<file path="src/rtl/uart_rx_pkg.sv">
// Shared definitions for the UART receive path: FSM state encoding and
// frame/oversampling constants used by the sampler, deserializer and checkers.
package uart_rx_pkg;

    typedef enum logic [2:0] {
        ST_IDLE   = 3'd0,
        ST_START  = 3'd1,
        ST_DATA   = 3'd2,
        ST_PARITY = 3'd3,
        ST_STOP   = 3'd4
    } rx_state_t;

    localparam int PRESCALE  = 8;
    localparam int DATA_BITS = 8;

    // Majority samples land on edges 3..5, so edge 6 is the first edge where
    // a bit's sample is complete; edge 7 closes the bit.
    localparam logic [2:0] SAMPLE_DONE_EDGE = 3'd6;
    localparam logic [2:0] BIT_END_EDGE     = 3'd7;
    localparam logic [3:0] START_BIT_IDX    = 4'd0;

endpackage

</file>
<file path="src/rtl/uart_rx_fsm.sv">
// UART receiver control FSM: detects the start bit, enables the edge/bit
// counter and strobes the sampler, deserializer and frame checkers.
module uart_rx_fsm
    import uart_rx_pkg::*;
#(
    parameter int DATA_BITS = uart_rx_pkg::DATA_BITS,
    parameter int PRESCALE  = uart_rx_pkg::PRESCALE
) (
    input  logic       CLK,
    input  logic       RST,
    input  logic       RX_IN,
    input  logic       PAR_EN,
    input  logic [3:0] bit_cnt,
    input  logic [2:0] edge_cnt,
    input  logic       strt_glitch,
    input  logic       par_err,
    input  logic       stp_err,
    output logic       cnt_enable,
    output logic       dat_samp_en,
    output logic       strt_chk_en,
    output logic       deser_en,
    output logic       par_chk_en,
    output logic       stp_chk_en,
    output logic       data_valid,
    output logic       frame_err,
    output logic [2:0] dbg_state
);

    localparam logic [2:0] IDLE   = ST_IDLE;
    localparam logic [2:0] START  = ST_START;
    localparam logic [2:0] DATA   = ST_DATA;
    localparam logic [2:0] PARITY = ST_PARITY;
    localparam logic [2:0] STOP   = ST_STOP;

    localparam logic [2:0] END_EDGE  = 3'(PRESCALE - 1);
    localparam logic [2:0] DONE_EDGE = 3'(PRESCALE - 2);
    localparam logic [3:0] LAST_BIT  = 4'(DATA_BITS);

    logic [2:0] state;
    logic [2:0] next_state;
    logic       par_en_q;
    logic       par_err_q;
    logic       bit_end;
    logic       samp_done;
    logic       stop_end;
    logic       bad_frame;

    assign bit_end   = (edge_cnt == END_EDGE);
    assign samp_done = (edge_cnt == DONE_EDGE);
    assign stop_end  = (state == STOP) && bit_end;
    assign bad_frame = stp_err || par_err_q;

    // Every transition except the start detect waits for the bit's last edge,
    // so the counter always stops with edge_cnt wrapped back to 0.
    always_comb begin
        next_state = state;
        case (state)
            IDLE:    if (!RX_IN) next_state = START;
            START:   if (bit_end) next_state = strt_glitch ? IDLE : DATA;
            DATA:    if (bit_end && (bit_cnt == LAST_BIT))
                         next_state = par_en_q ? PARITY : STOP;
            PARITY:  if (bit_end) next_state = STOP;
            STOP:    if (bit_end) next_state = IDLE;
            default: next_state = IDLE;
        endcase
    end

    always_ff @(posedge CLK or negedge RST) begin
        if (!RST) begin
            state      <= IDLE;
            par_en_q   <= 1'b0;
            par_err_q  <= 1'b0;
            data_valid <= 1'b0;
            frame_err  <= 1'b0;
        end else begin
            state      <= next_state;
            data_valid <= stop_end && !bad_frame;
            frame_err  <= stop_end && bad_frame;
            if ((state == IDLE) && (next_state == START))
                par_err_q <= 1'b0;
            if ((state == PARITY) && bit_end)
                par_err_q <= par_err;
            // Parity mode is frozen per frame once the start bit is confirmed.
            if ((state == START) && bit_end && !strt_glitch)
                par_en_q <= PAR_EN;
        end
    end

    assign cnt_enable  = (state != IDLE);
    assign dat_samp_en = (state != IDLE);
    assign strt_chk_en = samp_done && (state == START);
    assign deser_en    = samp_done && (state == DATA);
    assign par_chk_en  = samp_done && (state == PARITY);
    assign stp_chk_en  = samp_done && (state == STOP);
    assign dbg_state   = state;

endmodule

</file>
<file path="config.mk">
export PLATFORM = sky130hd
export DESIGN_NAME = uart_rx_fsm
export DESIGN_NICKNAME = d
export VERILOG_FILES = /design/src/rtl/uart_rx_pkg.sv /design/src/rtl/uart_rx_fsm.sv
export SDC_FILE = /design/constraint.sdc
export NUM_CORES = 1
export LEC_CHECK = 0
export ABC_CLOCK_PERIOD_IN_PS = 3700
export BUFFER_PORTS_ARGS = -buffer_cell sky130_fd_sc_hd__buf_2
export CAP_MARGIN = 20
export CORE_AREA = 4 4 41 43
export CTS_BUF_LIST = sky130_fd_sc_hd__clkbuf_16
export CTS_CLUSTER_SIZE = 8
export DETAILED_ROUTE_END_ITERATION = 8
export DIE_AREA = 0 0 45 47
export PLACE_DENSITY = 0.62
export SYNTH_ARGS = -nofsm -noshare
export SYNTH_HDL_FRONTEND = slang
export SYNTH_SLANG_ARGS = --single-unit
</file>
<file path="constraint.sdc">
create_clock -name CLK -period 3.7 [get_ports CLK]
set_clock_uncertainty 0.1 [all_clocks]
set_input_delay 0.555 -clock CLK [delete_from_list [all_inputs] [get_ports CLK]]
set_output_delay 0.555 -clock CLK [all_outputs]
set_load 0.02 [all_outputs]
</file>
==> results of run 1 <==
## synthesized netlist by cell type
library cell / number / area [µm²]
sky130_fd_sc_hd__or3_1: 2 / 12.51
sky130_fd_sc_hd__mux2i_1: 1 / 10.01
sky130_fd_sc_hd__nor3_1: 3 / 15.01
sky130_fd_sc_hd__nor4_2: 1 / 12.51
sky130_fd_sc_hd__or4_1: 1 / 7.510
sky130_fd_sc_hd__a211o_1: 1 / 8.760
sky130_fd_sc_hd__dfrtp_1: 7 / 175.2
sky130_fd_sc_hd__nand2_1: 3 / 11.26
sky130_fd_sc_hd__nor4_1: 1 / 6.260
sky130_fd_sc_hd__inv_1: 3 / 11.26
sky130_fd_sc_hd__nand3b_1: 1 / 7.510
sky130_fd_sc_hd__and3_1: 1 / 6.260
sky130_fd_sc_hd__nand3_1: 2 / 10.01
sky130_fd_sc_hd__a21boi_1: 1 / 7.510
sky130_fd_sc_hd__nor4b_2: 1 / 15.01
sky130_fd_sc_hd__mux2_1: 1 / 11.26
sky130_fd_sc_hd__nor2b_1: 1 / 6.260
sky130_fd_sc_hd__a41o_1: 1 / 10.01
sky130_fd_sc_hd__o21ai_1: 1 / 5.000
sky130_fd_sc_hd__buf_4: 1 / 7.510
sky130_fd_sc_hd__nor2_1: 4 / 15.01
sky130_fd_sc_hd__a21oi_1: 1 / 5.000
sky130_fd_sc_hd__nor3b_1: 1 / 7.510
sky130_fd_sc_hd__o22ai_1: 1 / 6.260
sky130_fd_sc_hd__nand2b_2: 1 / 8.760
## cells by family after synthesis
| logic type | Yosys count |
|---|---|
| muxes | 2 |
| and+or+nand+nor | 23 |
| buffers and inverters | 4 |
| DFF | 7 |
| AOI/OAI and AO/OA | 6 |
## how the worst max path moves through the flow
| stage | start | to | slack, ps | cells past startpoint |
|---|---|---|---|---|
| floorplan | edge_cnt[0] | deser_en | 1660 | 2 |
| CTS | dbg_state[2] | par_chk_en | 1740 | 3 |
| global route | dbg_state[1] | deser_en | 1660 | 3 |
| global placement | edge_cnt[0] | deser_en | 1830 | 4 |
| finish | dbg_state[2] | par_chk_en | 1730 | 3 |
| detailed placement | edge_cnt[0] | deser_en | 1790 | 4 |
## state kept, by name, summed over array words and instances (netlist names)
register	flops
data_valid	1
dbg_state	3
frame_err	1
par_en_q	1
par_err_q	1
## layout make-up
cell class	count	area, µm²
well taps	15	18.77
multi-input cells	31	205.2
repair buffers	24	120.1
flip-flops and latches	7	175.2
clock buffers	3	75.07
fillers	140	691.9
inverters	3	11.26
clock inverters	1	3.754
## cell usage in the layout (no fill, tap or decap)
cell,n
sky130_fd_sc_hd__nand2_1,3
sky130_fd_sc_hd__a21boi_1,1
sky130_fd_sc_hd__nor2b_1,1
sky130_fd_sc_hd__nand3_1,2
sky130_fd_sc_hd__nor4_1,1
sky130_fd_sc_hd__a21oi_1,1
sky130_fd_sc_hd__or3_1,2
sky130_fd_sc_hd__and3_1,1
sky130_fd_sc_hd__clkbuf_16,3
sky130_fd_sc_hd__nand3b_1,1
sky130_fd_sc_hd__buf_2,24
sky130_fd_sc_hd__o21ai_1,1
sky130_fd_sc_hd__nor4b_2,1
sky130_fd_sc_hd__nor3b_1,1
sky130_fd_sc_hd__or4_1,1
sky130_fd_sc_hd__nor3_1,3
sky130_fd_sc_hd__mux2i_1,1
sky130_fd_sc_hd__dfrtp_1,7
sky130_fd_sc_hd__nor4_2,1
sky130_fd_sc_hd__mux2_1,1
sky130_fd_sc_hd__nand2b_2,1
sky130_fd_sc_hd__a211o_1,1
sky130_fd_sc_hd__o22ai_1,1
sky130_fd_sc_hd__a41o_1,1
sky130_fd_sc_hd__inv_1,4
sky130_fd_sc_hd__nor2_1,4
## routing by layer
layer  global-route usage, %  wire length, µm  up-vias
met2                   16.95              480       23
met4                   1.754                0        0
met5                       0                0        -
met3                   6.897              159        0
met1                   11.45              382      180
li1                        -                -      207
## power breakdown
group / total [mW] / internal [mW] / switching (mW) / leakage (nW)
combinational: 0.0869 / 0.0375 / 0.0494 / 0.188
clock: 0.180 / 0.140 / 0.0400 / 0.0423
sequential: 0.112 / 0.0917 / 0.0205 / 0.0906
## through the flow
stage                     power (mW)  hold slack [ps]  instances  instance area, µm²  utilization, %
after floorplan               0.1698            159.4         42               399.1               -
after global placement        0.1987            294.5         80               530.5           40.77
after detailed placement      0.1996            299.0         80               530.5           40.77
after CTS                     0.3851            55.15         84               609.3           46.83
after global routing          0.4005            62.64         84               609.3           46.83
final                         0.3795            52.10         84               609.3           46.83
## critical path: cells and delay by family, from the launching register on
kind	cells	cell delay [ps]
buffers and inverters	1	190
flip-flops	1	440
AND/OR/NAND/NOR	2	450
==> impl_summary.txt, run 1 <==
----------------------------------------------------
[Run status]
  Run status ... finished, final reports clean

[STA]
  Achievable frequency ... 506.7 MHz
  Final-report hold violation count ... 0
  Least setup slack across all paths after layout ... 1726 ps
  Count of final setup violators ... 0
  Final period demand of the worst path ... 1974 ps
  Transition time of the tightest slew-check pin ... 305.5 ps
  Number of slew-limit violations in the final report ... 0
  Unrepaired setup endpoints after global routing ... no
  Period utilisation layout ... 53.34%
  Final-layout setup total negative slack ... 0 ps
  Remaining max-slew budget at the tightest pin ... 79.58%

[Setup path]
  Critical path endpoint category ... output pin
  CP Data Arrival Time ... 1320 ps
  Maximum single-stage delay on the critical path ... 440 ps
  Worst Path Class, Setup ... reg -> out
  Critical Path Start Type ... flop
  Cell breakdown of the critical path ... nand2b_2 > nor3_1 > buf_2
  Depth of the worst register-to-register path ... 3
  Critical register-to-register path startpoint ... dbg_state[2]
  Critical Path Fanout Max ... 9
  Data required time of the critical path ... 3040 ps
  R2R Path End ... par_en_q
  Slack of the worst reg-to-reg path ... 2190 ps
  Cell type of the slowest stage on the worst timing path ... sky130_fd_sc_hd__dfrtp_1

[Floorplan]
  Total number of placement rows ... 13
  Core Region ... 0.001301 mm²
  Die outline area ... 0.002115 mm²
  Num ports ... 25
  Effective utilization at floorplan ... 30.67%
  Floorplan die height ... 47 µm
  Die width ... 45 µm

[Clock tree]
  Source-to-sink clock delay at the later pin of the worst-skew pair ... 230 ps
  Post-CTS Setup Inserts ... 0
  Cts repair resizes ... 0
  Reg clk slew, reported paths ... 40 ps
  Count of hold-fix buffers inserted at cts ... 0
  TritonCTS clock tree ... done
  TritonCTS sink count ... 7
  H-tree Lvls ... 1
  Clock root buffer ... sky130_fd_sc_hd__clkbuf_16
  Maximum count of clock buffers along a single path ... 2
  Number of buffers created by CTS ... 3

[Synth]
  Ys Warns ... 0
  Post-Synthesis Mean Instance Area ... 9.503 µm²
  Gate Count Post-Synth ... 42
  Post-Synth Simple-Gate Area ... 35.42%
  Number of synthesized register bits ... 7
  Compound-Gate Fraction of Synth Area ... 10.66%
  Mux cell area share after synthesis ... 5.329%
  Synthesized-area fraction occupied by adder cells ... 0%
  Area share of xor/xnor cells in the synthesized design ... 0%
  Post-synthesis instance area ... 399.1 µm²
  Number of distinct library cells after synthesis ... 25
  Total nets after synthesis ... 56
  Combinational family with the most area after synthesis ... simple AND/OR/NAND/NOR gates
  Sequential fraction of the synthesis area ... 43.89%

[Global route]
  Leftover overflow at the end of global routing ... 0
  Number of global-route vias before repair ... 363
  Wire length of the first global-routing pass ... 1518 µm
  Antenna violations before repair ... 0
  Pin count of the biggest net entering global routing ... 10
  Overall routing resource usage ... 10.37%

[Drt]
  Number of nets with antenna violations after routing ... 0
  Detailed Route Iter0 Violations ... 5
  WL final ... 1022 µm
  Routed via count ... 410
  Via density per instance ... 4.881
  Routed wirelength normalized by instance count ... 12.17 µm
  DRC errors left ... 0
  Iteration count of the initial detailed-routing pass ... 4

[Finish]
  Final layout net count ... 84
  Share of cells above drive strength 1 ... 43.48%
  Number of inserted diodes ... 0
  Area overhead of the layout relative to synthesis ... 52.66%

[Power]
  Worst IR drop on VDD ... 0.0003345 V
  Lkg Pwr ... 0.3205 nW
  Pwr dens ... 622.9 mW/mm²

[Placed design]
  Pre-CTS setup slack ... 1795 ps
  Final RePlAce weighted congestion ... 0.7773
  Detailed placement HPWL ... 796 µm
  Quantity of I/O buffers inserted on ports ... 24

[Job]
  Max Cap Violations ... 0

[Min path]
  Worst min-delay path category ... in -> async

----------------------------------------------------
(Power assumes the default switching activity.)
==> run 2: changes to the inputs <==
--- a/config.mk
+++ b/config.mk
@@ -5,7 +5,7 @@
 export SDC_FILE = /design/constraint.sdc
 export NUM_CORES = 1
 export LEC_CHECK = 0
-export ABC_CLOCK_PERIOD_IN_PS = 3700
+export ABC_CLOCK_PERIOD_IN_PS = 1600
 export BUFFER_PORTS_ARGS = -buffer_cell sky130_fd_sc_hd__buf_2
 export CAP_MARGIN = 20
 export CORE_AREA = 4 4 41 43
@@ -13,7 +13,7 @@
 export CTS_CLUSTER_SIZE = 8
 export DETAILED_ROUTE_END_ITERATION = 8
 export DIE_AREA = 0 0 45 47
-export PLACE_DENSITY = 0.62
+export PLACE_DENSITY = 0.64
 export SYNTH_ARGS = -nofsm -noshare
 export SYNTH_HDL_FRONTEND = slang
 export SYNTH_SLANG_ARGS = --single-unit
==> constraint.sdc (replaced) <==
create_clock -name CLK -period 1.6 [get_ports CLK]
set_clock_uncertainty 0.1 [all_clocks]
set_input_delay 0.24 -clock CLK [delete_from_list [all_inputs] [get_ports CLK]]
set_output_delay 0.24 -clock CLK [all_outputs]
set_load 0.02 [all_outputs]
==> impl_summary.txt, run 2 (synthesized netlist as in run 1, its figures left out) <==
----------------------------------------------------
[Run status]
  Run status ... finished, final reports clean

[Setup path]
  Worst Path Class, Setup ... reg -> out
  Cell type of the slowest stage on the worst timing path ... sky130_fd_sc_hd__dfrtp_2
  Data required time of the critical path ... 1260 ps
  Slack of the worst reg-to-reg path ... 40 ps
  R2R Path End ... par_err_q
  CP Data Arrival Time ... 1250 ps
  Combined buffer and inverter count along the critical path ... 1
  Critical register-to-register path startpoint ... dbg_state[1]
  Cell breakdown of the critical path ... or3_4 > buf_2
  Critical Path Start Type ... flop
  Maximum single-stage delay on the critical path ... 470 ps
  Critical Path Fanout Max ... 8
  Depth of the worst register-to-register path ... 4
  Cell class contributing the biggest share of worst-path delay ... flip-flops
  Critical path endpoint category ... output pin

[Clock tree]
  Number of buffers created by CTS ... 3
  Reg clk slew, reported paths ... 40 ps
  Source-to-sink clock delay at the later pin of the worst-skew pair ... 230 ps
  Clock root buffer ... sky130_fd_sc_hd__clkbuf_16
  H-tree Lvls ... 1
  Maximum count of clock buffers along a single path ... 2
  TritonCTS clock tree ... done
  TritonCTS sink count ... 7

[Placed design]
  # placed instances ... 80
  Detailed placement HPWL ... 843.6 µm
  Pre-CTS setup slack ... 84.50 ps
  Final RePlAce weighted congestion ... 0.7956
  Quantity of I/O buffers inserted on ports ... 24

[Power]
  Worst IR drop on VDD ... 0.0007373 V
  Overall power after layout ... 0.9242 mW
  Pwr dens ... 1407 mW/mm²
  Lkg Pwr ... 0.3338 nW

[STA]
  Remaining max-slew budget at the tightest pin ... 77.58%
  Final period demand of the worst path ... 1586 ps
  Least setup slack across all paths after layout ... 13.76 ps
  Achievable frequency ... 630.4 MHz
  Transition time of the tightest slew-check pin ... 335.4 ps
  Number of slew-limit violations in the final report ... 0
  Final-report hold violation count ... 0
  Unrepaired setup endpoints after global routing ... yes
  Period utilisation layout ... 99.14%
  Count of final setup violators ... 0

[Floorplan]
  Die outline area ... 0.002115 mm²
  Floorplan die height ... 47 µm
  Total number of placement rows ... 13
  Effective utilization at floorplan ... 30.67%
  Num ports ... 25
  Core Region ... 0.001301 mm²
  Die width ... 45 µm

[Finish]
  Filler Cell Count ... 123
  Final standard cell count with taps included and fillers excluded ... 87
  Area overhead of the layout relative to synthesis ... 64.58%
  Commonest cells after routing, fill and taps aside ... sky130_fd_sc_hd__buf_2, sky130_fd_sc_hd__inv_1, sky130_fd_sc_hd__dfrtp_1
  Commonest non-fill, non-tap cell in the layout ... sky130_fd_sc_hd__buf_2
  Flip-flop count of the largest register, all copies and words added ... 3
  Final layout net count ... 87
  Share of cells above drive strength 1 ... 52.78%
  Number of inserted diodes ... 0

[Global route]
  Top Usage Layer GRT ... met2
  Number of global-route vias before repair ... 392
  Met2 Usage GRT ... 19.21%
  Overall routing resource usage ... 11.24%
  Leftover overflow at the end of global routing ... 0
  GR met3 Demand/Resource ... 5.364%
  Pin count of the biggest net entering global routing ... 10
  Antenna violations before repair ... 0
  Met1 usage ... 12.38%
  Wire length of the first global-routing pass ... 1690 µm

[Drt]
  Routed via count ... 449
  Number of nets with antenna violations after routing ... 0
  Routed wirelength normalized by instance count ... 13.97 µm
  DRC errors left ... 0
  WL final ... 1215 µm
  Iteration count of the initial detailed-routing pass ... 4
  Detailed Route Iter0 Violations ... 22
  Via density per instance ... 5.161

[Min path]
  Instance count along the most critical hold path ... 2
  Worst min-delay path category ... in -> reg
  Worst hold endpoint ... data_valid
  Startpoint of the tightest hold check path ... stp_err

[Job]
  Max Cap Violations ... 0

----------------------------------------------------
run 2: changes by cell type in the layout (fill, tap and decap cells not counted), sizes merged:
cell / before / now
buf: 24 / 25
clkbuf: 3 / 4
dlygate4sd3: 0 / 1
run 2: how the worst max path moves through the flow:
stage,start,end,slack [ps],cells after the start
floorplan,dbg_state[2],par_chk_en,-7,2
global placement,dbg_state[2],par_en_q,150,3
detailed placement,dbg_state[2],par_en_q,80,3
CTS,dbg_state[1],cnt_enable,20,2
global route,dbg_state[0],stp_chk_en,-30,4
finish,dbg_state[0],dat_samp_en,10,2
run 2: layer usage:
metal	vias to the layer above	wire, µm
met5	-	0
met4	0	0
met3	0	104
met2	16	695
met1	222	415
li1	211	-
run 2: cell type report:
cell class              count  area [µm²]  share of cell area, %
repair buffers             27       145.1                  22.10
clock inverters             1       3.754                 0.5714
flip-flops and latches      7       178.9                  27.24
well taps                  15       18.77                  2.857
inverters                   3       11.26                  1.714
multi-input cells          31       224.0                  34.10
clock buffers               3       75.07                  11.43
run 2: per-stage QoR:
| stage | util, % | hold slack [ps] | setup TNS (ps) | area [µm²] |
|---|---|---|---|---|
| 6_report | 50.48 | 84.41 | 0 | 656.9 |
| 5_1_grt | 50.48 | 104.7 | -78.93 | 656.9 |
| 4_1_cts | 48.75 | 84.03 | 0 | 634.4 |
| 3_5_place_dp | 41.25 | -18.57 | 0 | 536.8 |
| 3_3_place_gp | 41.25 | -19.62 | 0 | 536.8 |
| 2_1_floorplan | - | -155.6 | -14.41 | 405.4 |
run 2: worst register-to-register path, stage by stage (launching register included):
cell                       delay [ps]
sky130_fd_sc_hd__dfrtp_2          440
sky130_fd_sc_hd__clkbuf_2         160
sky130_fd_sc_hd__or4_1            580
sky130_fd_sc_hd__nand2_1          100
sky130_fd_sc_hd__mux2i_1           70
run 2: power breakdown:
| group | switching, mW | total [mW] | leakage (nW) | internal (mW) |
|---|---|---|---|---|
| clock | 0.101 | 0.427 | 0.0423 | 0.326 |
| combinational | 0.125 | 0.229 | 0.204 | 0.104 |
| sequential | 0.0535 | 0.269 | 0.0871 | 0.215 |
run 2: timing repair:
action | CTS | global route
setup endpoints to repair | 5 | 5
resized for setup | 4 | 3
buffers inserted | 0 | 2
hold buffers | 1 | 0
hold endpoints to repair | 7 | 0
==> run 3: changes to the inputs <==
--- a/config.mk
+++ b/config.mk
@@ -5,7 +5,7 @@
 export SDC_FILE = /design/constraint.sdc
 export NUM_CORES = 1
 export LEC_CHECK = 0
-export ABC_CLOCK_PERIOD_IN_PS = 1600
+export ABC_CLOCK_PERIOD_IN_PS = 1400
 export BUFFER_PORTS_ARGS = -buffer_cell sky130_fd_sc_hd__buf_2
 export CAP_MARGIN = 20
 export CORE_AREA = 4 4 41 43
@@ -14,6 +14,7 @@
 export DETAILED_ROUTE_END_ITERATION = 8
 export DIE_AREA = 0 0 45 47
 export PLACE_DENSITY = 0.64
+export RECOVER_POWER = 50
 export SYNTH_ARGS = -nofsm -noshare
 export SYNTH_HDL_FRONTEND = slang
 export SYNTH_SLANG_ARGS = --single-unit
==> constraint.sdc (replaced) <==
create_clock -name CLK -period 1.4 [get_ports CLK]
set_clock_uncertainty 0.1 [all_clocks]
set_input_delay 0.21 -clock CLK [delete_from_list [all_inputs] [get_ports CLK]]
set_output_delay 0.21 -clock CLK [all_outputs]
set_load 0.02 [all_outputs]
==> impl_summary.txt, run 3 (synthesized netlist as in run 1, its figures left out) <==
----------------------------------------------------
[Drt]
  DRC errors left ... 0
  Via density per instance ... 4.989
  Routed metal-1 wirelength ... 461 µm
  Highest metal layer with signal wires ... met3
  Detailed Route Iter0 Violations ... 16
  Routed via count ... 474
  Iteration count of the initial detailed-routing pass ... 5
  Routed wl met2 ... 701 µm
  Routed wirelength normalized by instance count ... 13.34 µm
  Number of nets with antenna violations after routing ... 0
  WL final ... 1267 µm
  Sum of met3 wire segment lengths after detailed routing ... 104 µm

[Floorplan]
  Effective utilization at floorplan ... 30.67%
  Total number of placement rows ... 13
  Num ports ... 25
  Core Region ... 0.001301 mm²
  Die outline area ... 0.002115 mm²
  Die width ... 45 µm
  Floorplan die height ... 47 µm

[Finish]
  Number of inserted diodes ... 0
  Share of cells above drive strength 1 ... 61.25%
  Final layout net count ... 95
  Commonest non-fill, non-tap cell in the layout ... sky130_fd_sc_hd__buf_2
  Filler Cell Count ... 119
  Final standard cell area without fillers ... 773.2 µm²
  Core utilization of the finished layout ... 59.42%
  Flip-flop count of the largest register, all copies and words added ... 3
  Area overhead of the layout relative to synthesis ... 93.73%
  Commonest cells after routing, fill and taps aside ... sky130_fd_sc_hd__buf_2, sky130_fd_sc_hd__buf_4, sky130_fd_sc_hd__dfrtp_1

[STA]
  Remaining max-slew budget at the tightest pin ... 74.99%
  Transition time of the tightest slew-check pin ... 375.2 ps
  Worst Hold Slack ... 76.16 ps
  Final period demand of the worst path ... 1530 ps
  Achievable frequency ... 653.7 MHz
  Unrepaired setup endpoints after global routing ... yes
  Least setup slack across all paths after layout ... -129.7 ps
  Period utilisation layout ... 109.3%
  Number of slew-limit violations in the final report ... 0
  Final-report hold violation count ... 0
  Count of final setup violators ... 9

[Global route]
  Overall routing resource usage ... 13.00%
  Antenna violations before repair ... 0
  Leftover overflow at the end of global routing ... 0
  Pin count of the biggest net entering global routing ... 8
  Number of global-route vias before repair ... 461
  Wire length of the first global-routing pass ... 1890 µm

[Clock tree]
  Number of buffers created by CTS ... 3
  TritonCTS sink count ... 7
  TritonCTS clock tree ... done
  Clock root buffer ... sky130_fd_sc_hd__clkbuf_16
  Maximum count of clock buffers along a single path ... 2
  H-tree Lvls ... 1
  Source-to-sink clock delay at the later pin of the worst-skew pair ... 230 ps
  Reg clk slew, reported paths ... 40 ps

[Setup path]
  Critical register-to-register path startpoint ... dbg_state[0]
  Worst Path Class, Setup ... reg -> out
  Depth of the worst register-to-register path ... 4
  Data required time of the critical path ... 1090 ps
  CP Data Arrival Time ... 1220 ps
  Slack of the worst reg-to-reg path ... -100 ps
  Critical Path Start Type ... flop
  R2R Path End ... par_err_q
  Maximum single-stage delay on the critical path ... 450 ps
  Cell type of the slowest stage on the worst timing path ... sky130_fd_sc_hd__dfrtp_2
  Critical Path Fanout Max ... 6
  Cell breakdown of the critical path ... or3_4 > buf_6
  Critical path endpoint category ... output pin

[Placed design]
  Quantity of I/O buffers inserted on ports ... 24
  Detailed placement HPWL ... 865.3 µm
  Area of placed instances ... 600.6 µm²
  Pre-CTS setup slack ... 6.136 ps
  Final RePlAce weighted congestion ... 0.7976

[Min path]
  Startpoint of the tightest hold check path ... stp_err
  Instance count along the most critical hold path ... 2
  Worst min-delay path category ... in -> reg
  Worst hold endpoint ... data_valid

[Run status]
  Violations in the final reports ... negative setup slack
  Run status ... finished, violations left

[Power]
  Lkg Pwr ... 0.3898 nW
  Pwr dens ... 1500 mW/mm²
  Worst IR drop on VDD ... 0.001112 V

[Job]
  Max Cap Violations ... 0

----------------------------------------------------
## run 3: cell types whose count changed in the layout (fill, tap and decap cells not counted), sizes merged
cell and delta:
buf +8
## run 3: cell type report
type / count / area [µm²] / area share [%]
clock buffers: 3 / 75.07 / 9.709
clock inverters: 1 / 3.754 / 0.4854
inverters: 3 / 11.26 / 1.456
multi-input cells: 31 / 255.2 / 33.01
flip-flops and latches: 7 / 178.9 / 23.14
well taps: 15 / 18.77 / 2.427
repair buffers: 35 / 230.2 / 29.77
## run 3: worst max path at each step
stage / start / end / slack [ps] / cells after the start
3_5_place_dp: dbg_state[1] / par_err_q / 6 / 3
6_report: dbg_state[0] / cnt_enable / -130 / 2
4_1_cts: dbg_state[1] / dat_samp_en / -130 / 2
2_1_floorplan: dbg_state[2] / dat_samp_en / 8 / 2
3_3_place_gp: dbg_state[1] / par_err_q / 40 / 3
5_1_grt: dbg_state[0] / par_chk_en / -170 / 4
## run 3: where the power goes
group | internal (mW) | total [mW] | switching (mW)
clock | 0.372 | 0.485 | 0.113
sequential | 0.246 | 0.304 | 0.0582
combinational | 0.190 | 0.370 | 0.180
## run 3: routing by layer
layer / global-route usage, % / up-vias
li1: - / 228
met1: 13.08 / 223
met2: 24.86 / 23
met3: 2.682 / 0
met4: 7.018 / 0
met5: 0 / -
## run 3: metrics by stage
step / TNS (ps) / total power [mW] / instances
floorplan: 0 / 0.4951 / 42
global placement: 0 / 0.5791 / 83
detailed placement: 0 / 0.5830 / 83
CTS: -814.8 / 1.141 / 93
global route: -1320 / 1.218 / 95
finish: -876.3 / 1.160 / 95
## run 3: critical path, delay by kind of cell, from the launching register on
kind | cells | cell delay [ps]
simple gates | 1 | 400
buf+inv | 1 | 140
flops | 1 | 450
## run 3: what timing repair did
item | in CTS | in global routing
endpoints found under the setup margin | 6 | 10
buffers inserted | 5 | 2
gates resized for setup | 9 | 3
hold endpoints to repair | 7 | 0
hold buffers | 1 | 0
pin swaps | 1 | 2
